## config.mk

```make
export PLATFORM = sky130hd
export DESIGN_NAME = clk_div_multi_flat
export DESIGN_NICKNAME = d
export VERILOG_FILES = /design/src/rtl/clk_div_pkg.sv /design/src/rtl/clk_div_multi_if.sv /design/src/rtl/clk_div_chan.sv /design/src/rtl/clk_div_multi.sv /design/src/flat_wrapper.sv
export SDC_FILE = /design/constraint.sdc
export NUM_CORES = 1
export LEC_CHECK = 0
export BUFFER_PORTS_ARGS = -buffer_cell sky130_fd_sc_hd__buf_4
export CAP_MARGIN = 20
export CELL_PAD_IN_SITES_DETAIL_PLACEMENT = 1
export CELL_PAD_IN_SITES_GLOBAL_PLACEMENT = 1
export CORE_MARGIN = 1.5
export CORE_UTILIZATION = 40
export DETAILED_ROUTE_END_ITERATION = 10
export HOLD_SLACK_MARGIN = 0.06
export PLACE_DENSITY = 0.74
export SLEW_MARGIN = 20
export SYNTH_ARGS = -nofsm -noshare
export SYNTH_HDL_FRONTEND = slang
export SYNTH_SLANG_ARGS = --single-unit
```

## constraint.sdc

```tcl
create_clock -name ck -period 3.23 [get_ports ck]
set_input_delay 0.8075 -clock ck [delete_from_list [all_inputs] [get_ports ck]]
set_output_delay 0.8075 -clock ck [all_outputs]
set_load 0.05 [all_outputs]
```

## src/rtl/clk_div_pkg.sv

```systemverilog
// Shared types and defaults for the multi-channel clock-enable divider.
package clk_div_pkg;

    localparam logic MODE_TOGGLE = 1'b0;
    localparam logic MODE_PULSE  = 1'b1;

    localparam int unsigned CW_DEFAULT      = 24;
    localparam int unsigned DEF_DIV_DEFAULT = 131072;

    // Per-channel configuration payload carried by a load.
    typedef struct packed {
        logic [CW_DEFAULT-1:0] div;
        logic                  mode;
    } chan_cfg_t;

    // Channel index width; a single channel still gets a 1-bit index.
    function automatic int unsigned idx_w(input int unsigned n);
        return (n > 1) ? $clog2(n) : 1;
    endfunction

endpackage

```

## src/rtl/clk_div_multi_if.sv

```systemverilog
// Control/config inputs and divided outputs of the divider block.
interface clk_div_multi_if #(
    parameter int unsigned NCH = 2,
    parameter int unsigned CW  = clk_div_pkg::CW_DEFAULT
);
    localparam int unsigned LW = clk_div_pkg::idx_w(NCH);

    logic           en;
    logic           sync;
    logic           ld;
    logic [LW-1:0]  ld_ch;
    logic [CW-1:0]  ld_div;
    logic           ld_mode;
    logic           ld_err;
    logic [NCH-1:0] tick;
    logic [NCH-1:0] sq;

    modport master (
        output en, sync, ld, ld_ch, ld_div, ld_mode,
        input  ld_err, tick, sq
    );

    modport slave (
        input  en, sync, ld, ld_ch, ld_div, ld_mode,
        output ld_err, tick, sq
    );

endinterface

```

## src/rtl/clk_div_chan.sv

```systemverilog
// One divider channel: config registers, down-counter, tick and level outputs.
module clk_div_chan
    import clk_div_pkg::*;
#(
    parameter int unsigned CW       = CW_DEFAULT,
    parameter int unsigned DEF_DIV  = DEF_DIV_DEFAULT,
    parameter logic        DEF_MODE = MODE_TOGGLE
) (
    input  logic      ck,
    input  logic      rst_n,
    input  logic      en,
    input  logic      sync,
    input  logic      load,
    input  chan_cfg_t new_cfg,
    output logic      tick,
    output logic      sq
);

    logic [CW-1:0] div_q;
    logic [CW-1:0] cnt_q;
    logic [CW-1:0] new_div;
    logic          mode_q;

    assign new_div = CW'(new_cfg.div);

    // Load beats sync beats counting; the counter reloads at zero and never wraps.
    always_ff @(posedge ck or negedge rst_n) begin
        if (!rst_n) begin
            div_q  <= CW'(DEF_DIV);
            mode_q <= DEF_MODE;
            cnt_q  <= CW'(DEF_DIV - 1);
            tick   <= 1'b0;
            sq     <= 1'b0;
        end else if (load) begin
            div_q  <= new_div;
            mode_q <= new_cfg.mode;
            cnt_q  <= new_div - CW'(1);
            tick   <= 1'b0;
            sq     <= 1'b0;
        end else if (sync) begin
            cnt_q  <= div_q - CW'(1);
            tick   <= 1'b0;
            sq     <= 1'b0;
        end else if (en) begin
            if (cnt_q == '0) begin
                cnt_q <= div_q - CW'(1);
                tick  <= 1'b1;
                sq    <= (mode_q == MODE_TOGGLE) ? ~sq : 1'b1;
            end else begin
                cnt_q <= cnt_q - CW'(1);
                tick  <= 1'b0;
                sq    <= (mode_q == MODE_TOGGLE) ? sq : 1'b0;
            end
        end else begin
            tick <= 1'b0;
        end
    end

endmodule

```

## src/rtl/clk_div_multi.sv

```systemverilog
// Multi-channel programmable divider producing per-channel clock enables.
module clk_div_multi
    import clk_div_pkg::*;
#(
    parameter int unsigned NCH      = 2,
    parameter int unsigned CW       = CW_DEFAULT,
    parameter int unsigned DEF_DIV  = DEF_DIV_DEFAULT,
    parameter logic        DEF_MODE = MODE_TOGGLE
) (
    input  logic                ck,
    input  logic                rst_n,
    clk_div_multi_if.slave      bus
);

    localparam int unsigned LW = idx_w(NCH);

    logic           ld_ok;
    logic           ld_err_q;
    chan_cfg_t      ld_cfg;
    logic [NCH-1:0] tick_w;
    logic [NCH-1:0] sq_w;

    // A load is accepted only with a non-zero divisor and an existing channel.
    always_comb begin
        ld_ok       = 1'b0;
        ld_cfg.div  = CW_DEFAULT'(bus.ld_div);
        ld_cfg.mode = bus.ld_mode;
        if (bus.ld && (bus.ld_div != '0) && (32'(bus.ld_ch) < NCH)) begin
            ld_ok = 1'b1;
        end
    end

    // One channel instance per output bit, each addressed by its index.
    for (genvar i = 0; i < NCH; i++) begin : g_chan
        clk_div_chan #(
            .CW       (CW),
            .DEF_DIV  (DEF_DIV),
            .DEF_MODE (DEF_MODE)
        ) u_chan (
            .ck      (ck),
            .rst_n   (rst_n),
            .en      (bus.en),
            .sync    (bus.sync),
            .load    (ld_ok && (bus.ld_ch == LW'(i))),
            .new_cfg (ld_cfg),
            .tick    (tick_w[i]),
            .sq      (sq_w[i])
        );
    end

    // Rejected-load flag, one cycle per rejected strobe.
    always_ff @(posedge ck or negedge rst_n) begin
        if (!rst_n) begin
            ld_err_q <= 1'b0;
        end else begin
            ld_err_q <= bus.ld && !ld_ok;
        end
    end

    assign bus.tick   = tick_w;
    assign bus.sq     = sq_w;
    assign bus.ld_err = ld_err_q;

endmodule
```

## src/flat_wrapper.sv

```systemverilog
// flat-port wrapper written by rule: the top's interface ports become plain ports
module clk_div_multi_flat import clk_div_pkg::*;
#(
    parameter int unsigned NCH      = 2,
    parameter int unsigned CW       = CW_DEFAULT,
    parameter int unsigned DEF_DIV  = DEF_DIV_DEFAULT,
    parameter logic        DEF_MODE = MODE_TOGGLE
)
  (ck, rst_n, bus_en, bus_sync, bus_ld, bus_ld_ch, bus_ld_div, bus_ld_mode, bus_ld_err, bus_tick, bus_sq);
  clk_div_multi_if #(.NCH(NCH), .CW(CW)) bus_i ();
  input  logic ck;
  input  logic rst_n;
  input wire logic [$bits(bus_i.en)-1:0] bus_en;
  input wire logic [$bits(bus_i.sync)-1:0] bus_sync;
  input wire logic [$bits(bus_i.ld)-1:0] bus_ld;
  input wire logic [$bits(bus_i.ld_ch)-1:0] bus_ld_ch;
  input wire logic [$bits(bus_i.ld_div)-1:0] bus_ld_div;
  input wire logic [$bits(bus_i.ld_mode)-1:0] bus_ld_mode;
  output wire logic [$bits(bus_i.ld_err)-1:0] bus_ld_err;
  output wire logic [$bits(bus_i.tick)-1:0] bus_tick;
  output wire logic [$bits(bus_i.sq)-1:0] bus_sq;
  assign bus_i.en = bus_en;
  assign bus_i.sync = bus_sync;
  assign bus_i.ld = bus_ld;
  assign bus_i.ld_ch = bus_ld_ch;
  assign bus_i.ld_div = bus_ld_div;
  assign bus_i.ld_mode = bus_ld_mode;
  assign bus_ld_err = bus_i.ld_err;
  assign bus_tick = bus_i.tick;
  assign bus_sq = bus_i.sq;
  clk_div_multi #(.NCH(NCH), .CW(CW), .DEF_DIV(DEF_DIV), .DEF_MODE(DEF_MODE)) u_core (.ck(ck), .rst_n(rst_n), .bus(bus_i));
endmodule
```

==> results.toml <==
[critical_path]
worstPathMaxFanout = 11
cp_slowest_stage_delay_ns = 0.60
slowest_stage = "or4_4"
critical_path.top_delay_family = "simple AND/OR/NAND/NOR gates"
cp.required_ns = 3.53
worstPathCellList = "or4_4 > or3_1 > o31ai_2 > buf_4 > nor2_1 > a211oi_1 > o22a_1"
cp_num_buf_inv = 1
arrival_ns = 3.13
endpoint_kind = "flop"
critPathLaunchType = "flop"
crit_type = "flop to flop"

[detailed_routing]
vias_per_cell = 6.197
routed_wl_mm = 26.79
num_vias = 7337
dr.pass1.iters = 5
drc = 0
wl_per_cell_um = 22.63
drtIter0Drc = 557
antenna_left = 0

[global_route]
grt.total_usage_pct = 29.38
antenna_found_initial = 0
grt_pass1_wl_mm = 41.95
grt_max_degree = 44
grt-ovfl-total = 0
grt_pass1_vias = 7116

[cells_and_area]
diodes = 0
nets = 988
regArea_um2 = 2623
syn_to_final_growth_pct = 13.99
layout-drive-gt1-share_pct = 15.71
multi_input_area_um2 = 4307
mostFrequentLayoutCells = "nand2_1 (193), buf_4 (76), nor2_1 (68)"
final_common_cell = "nand2_1"
n_fill_cell = 2213

[clock_network]
cts.clk_slew.worst_paths_ns = 0.08
cts_root_buf = "clkbuf_16"
hold_buffers = 0
htreeDepth = 3
cts.sinks = 103
cts_inserted_buffers = 9
post_cts_buffers = 0
clkLatencyLatePin_ns = 0.36
cts_tree = "built"
cts_resized = 0
clock_path_buffers = 2

[logic_synthesis]
ys_seq_area_share_pct = 36.07
avgSynthCellArea_um2 = 7.929
yosys_warnings = 0
synth_nets = 955
synth_seq_cells = 103
syn_area_um2 = 7271
ys.flop_type = "dfrtp_1"
synthCells = 917
synth-edff-count = 0
synthArstFlopShare_pct = 100.0
synth_cell_types = 74

[sta]
slew_violations = 0
setup_viol = 0
hold_viol = 0
setup_tns_ns = 0
max_freq_ghz = 0.3528
fin_crit_sh_pct = 87.75
fin_skew_ns = 0.009868
timing.slew.headroom_pct = 55.83
tightest_slew_ns = 0.6566
period_needed_ns = 2.834
rsz0062_at_grt = "false"
hold_ws_ns = 0.4428

[floorplan]
io_pins = 36
coreArea_um2 = 17900
initial_core_util_pct = 40.61
die_w_um = 137.8
chipHeight_um = 137.8
rows = 49
die-area_um2 = 18990

[power]
power_density_nw_per_um2 = 469.5
power_leakage_nw = 3.362
max-vdd-ir-drop_mv = 0.2558

[worst_hold_path]
hold_class = "input port to asynchronous set/reset pin"

[job]
drv_cap = 0

[placed_design]
hpwl_mm = 20.06
gp_congestion = 0.9160
io_buffers = 35

[outcome]
outcome = "finished, final reports clean"
[final timing paths]
check | start | slack (ns) | to | depth (start not counted)
worst max-delay path | u_core.g_chan[0].u_chan.cnt_q[10]$_DFFE_PN1P_ | 0.40 | u_core.g_chan[0].u_chan.cnt_q[5]$_DFFE_PN1P_ | 7
max in group asynchronous | rst_n | 1.95 | u_core.g_chan[1].u_chan.div_q[17]$_DFFE_PN1P_ | 2
worst max register to register | u_core.g_chan[0].u_chan.cnt_q[10]$_DFFE_PN1P_ | 0.40 | u_core.g_chan[0].u_chan.cnt_q[5]$_DFFE_PN1P_ | 7
worst min register to register | u_core.g_chan[1].u_chan.div_q[17]$_DFFE_PN1P_ | 0.47 | u_core.g_chan[1].u_chan.div_q[17]$_DFFE_PN1P_ | 2
min in group ck | u_core.g_chan[1].u_chan.div_q[17]$_DFFE_PN1P_ | 0.47 | u_core.g_chan[1].u_chan.div_q[17]$_DFFE_PN1P_ | 2
worst min-delay path | rst_n | 0.44 | u_core.g_chan[1].u_chan.cnt_q[17]$_DFFE_PN0P_ | 1
[logic make-up (layout without fill, tap and decap cells)]
kind of cell               count (synthesis)  after routing  share of synthesized area (%)
AOI/OAI and AO/OA                        212            212                          19.31
adders and majority gates                  7              7                          1.205
and+or+nand+nor                          450            450                          29.82
xor gates and xnor gates                  64             64                          7.710
buffers and inverters                     76            114                          5.180
DFF                                      103            103                          36.07
muxes                                      5              5                         0.7056
[synthesized netlist by cell type (5+ instances only)]
cell type,count,area (µm²)
a31oi_1,17,106.4
nand4_1,13,81.33
ha_1,7,87.58
nor4b_1,5,43.79
o21a_1,6,45.04
o2bb2ai_1,5,43.79
a211oi_1,5,37.54
dfstp_2,36,945.9
or4_1,11,82.58
clkbuf_1,39,146.4
nand3_1,18,90.09
or3_1,21,131.4
o22ai_1,16,100.1
nor4_1,28,175.2
buf_4,7,52.55
o31ai_1,7,52.55
xor2_1,38,332.8
a22oi_1,10,75.07
o21ai_0,53,265.3
nand2_1,193,724.4
o41ai_1,5,43.79
nor2_1,68,255.2
a32oi_1,8,70.07
nor3_1,53,265.3
xnor2_1,26,227.7
inv_1,15,56.30
nor3b_1,7,52.55
a21oi_1,34,170.2
dfrtp_1,67,1677
a21o_1,8,60.06
[registers in the layout (all words and copies together) (netlist names)]
name,flops
u_core.g_chan.u_chan.div_q,48
u_core.g_chan.u_chan.tick,2
u_core.g_chan.u_chan.sq,2
u_core.bus.ld_err,1
u_core.g_chan.u_chan.mode_q,2
u_core.g_chan.u_chan.cnt_q,48
[power breakdown]
part	switching [mW]	internal (mW)	leakage (nW)
Clock	0.536	0.700	0.160
Sequential	0.228	1.52	1.21
Combinational	0.551	0.359	1.99
Total	1.31	2.58	3.36
[layer usage]
metal | track usage (%) | wire (µm)
met1 | 42.02 | 12630
met4 | 10.94 | 750
met2 | 45.56 | 12060
met3 | 3.385 | 1346
met5 | 0 | 0
[final cells by class]
class	count	area share, %
multi-input cells	738	51.96
flip-flops and latches	103	31.64
repair buffers	82	8.333
well taps	229	3.457
clock buffers	10	2.883
clock inverters	6	0.9964
inverters	16	0.7246
[stage by stage]
step           utilization [%]  setup slack [ns]  cell area, µm²  total power [mW]  std cells
2_1_floorplan                -            0.3814            7271             2.270        917
3_3_place_gp             44.50            0.3005            7966             2.632       1168
3_5_place_dp             44.50            0.2225            7966             2.659       1168
4_1_cts                  46.30            0.3994            8288             3.891       1184
5_1_grt                  46.30            0.2441            8288             4.068       1184
6_report                 46.30            0.3957            8288             3.891       1184
Note: power is estimated with default switching activity, not from simulation.
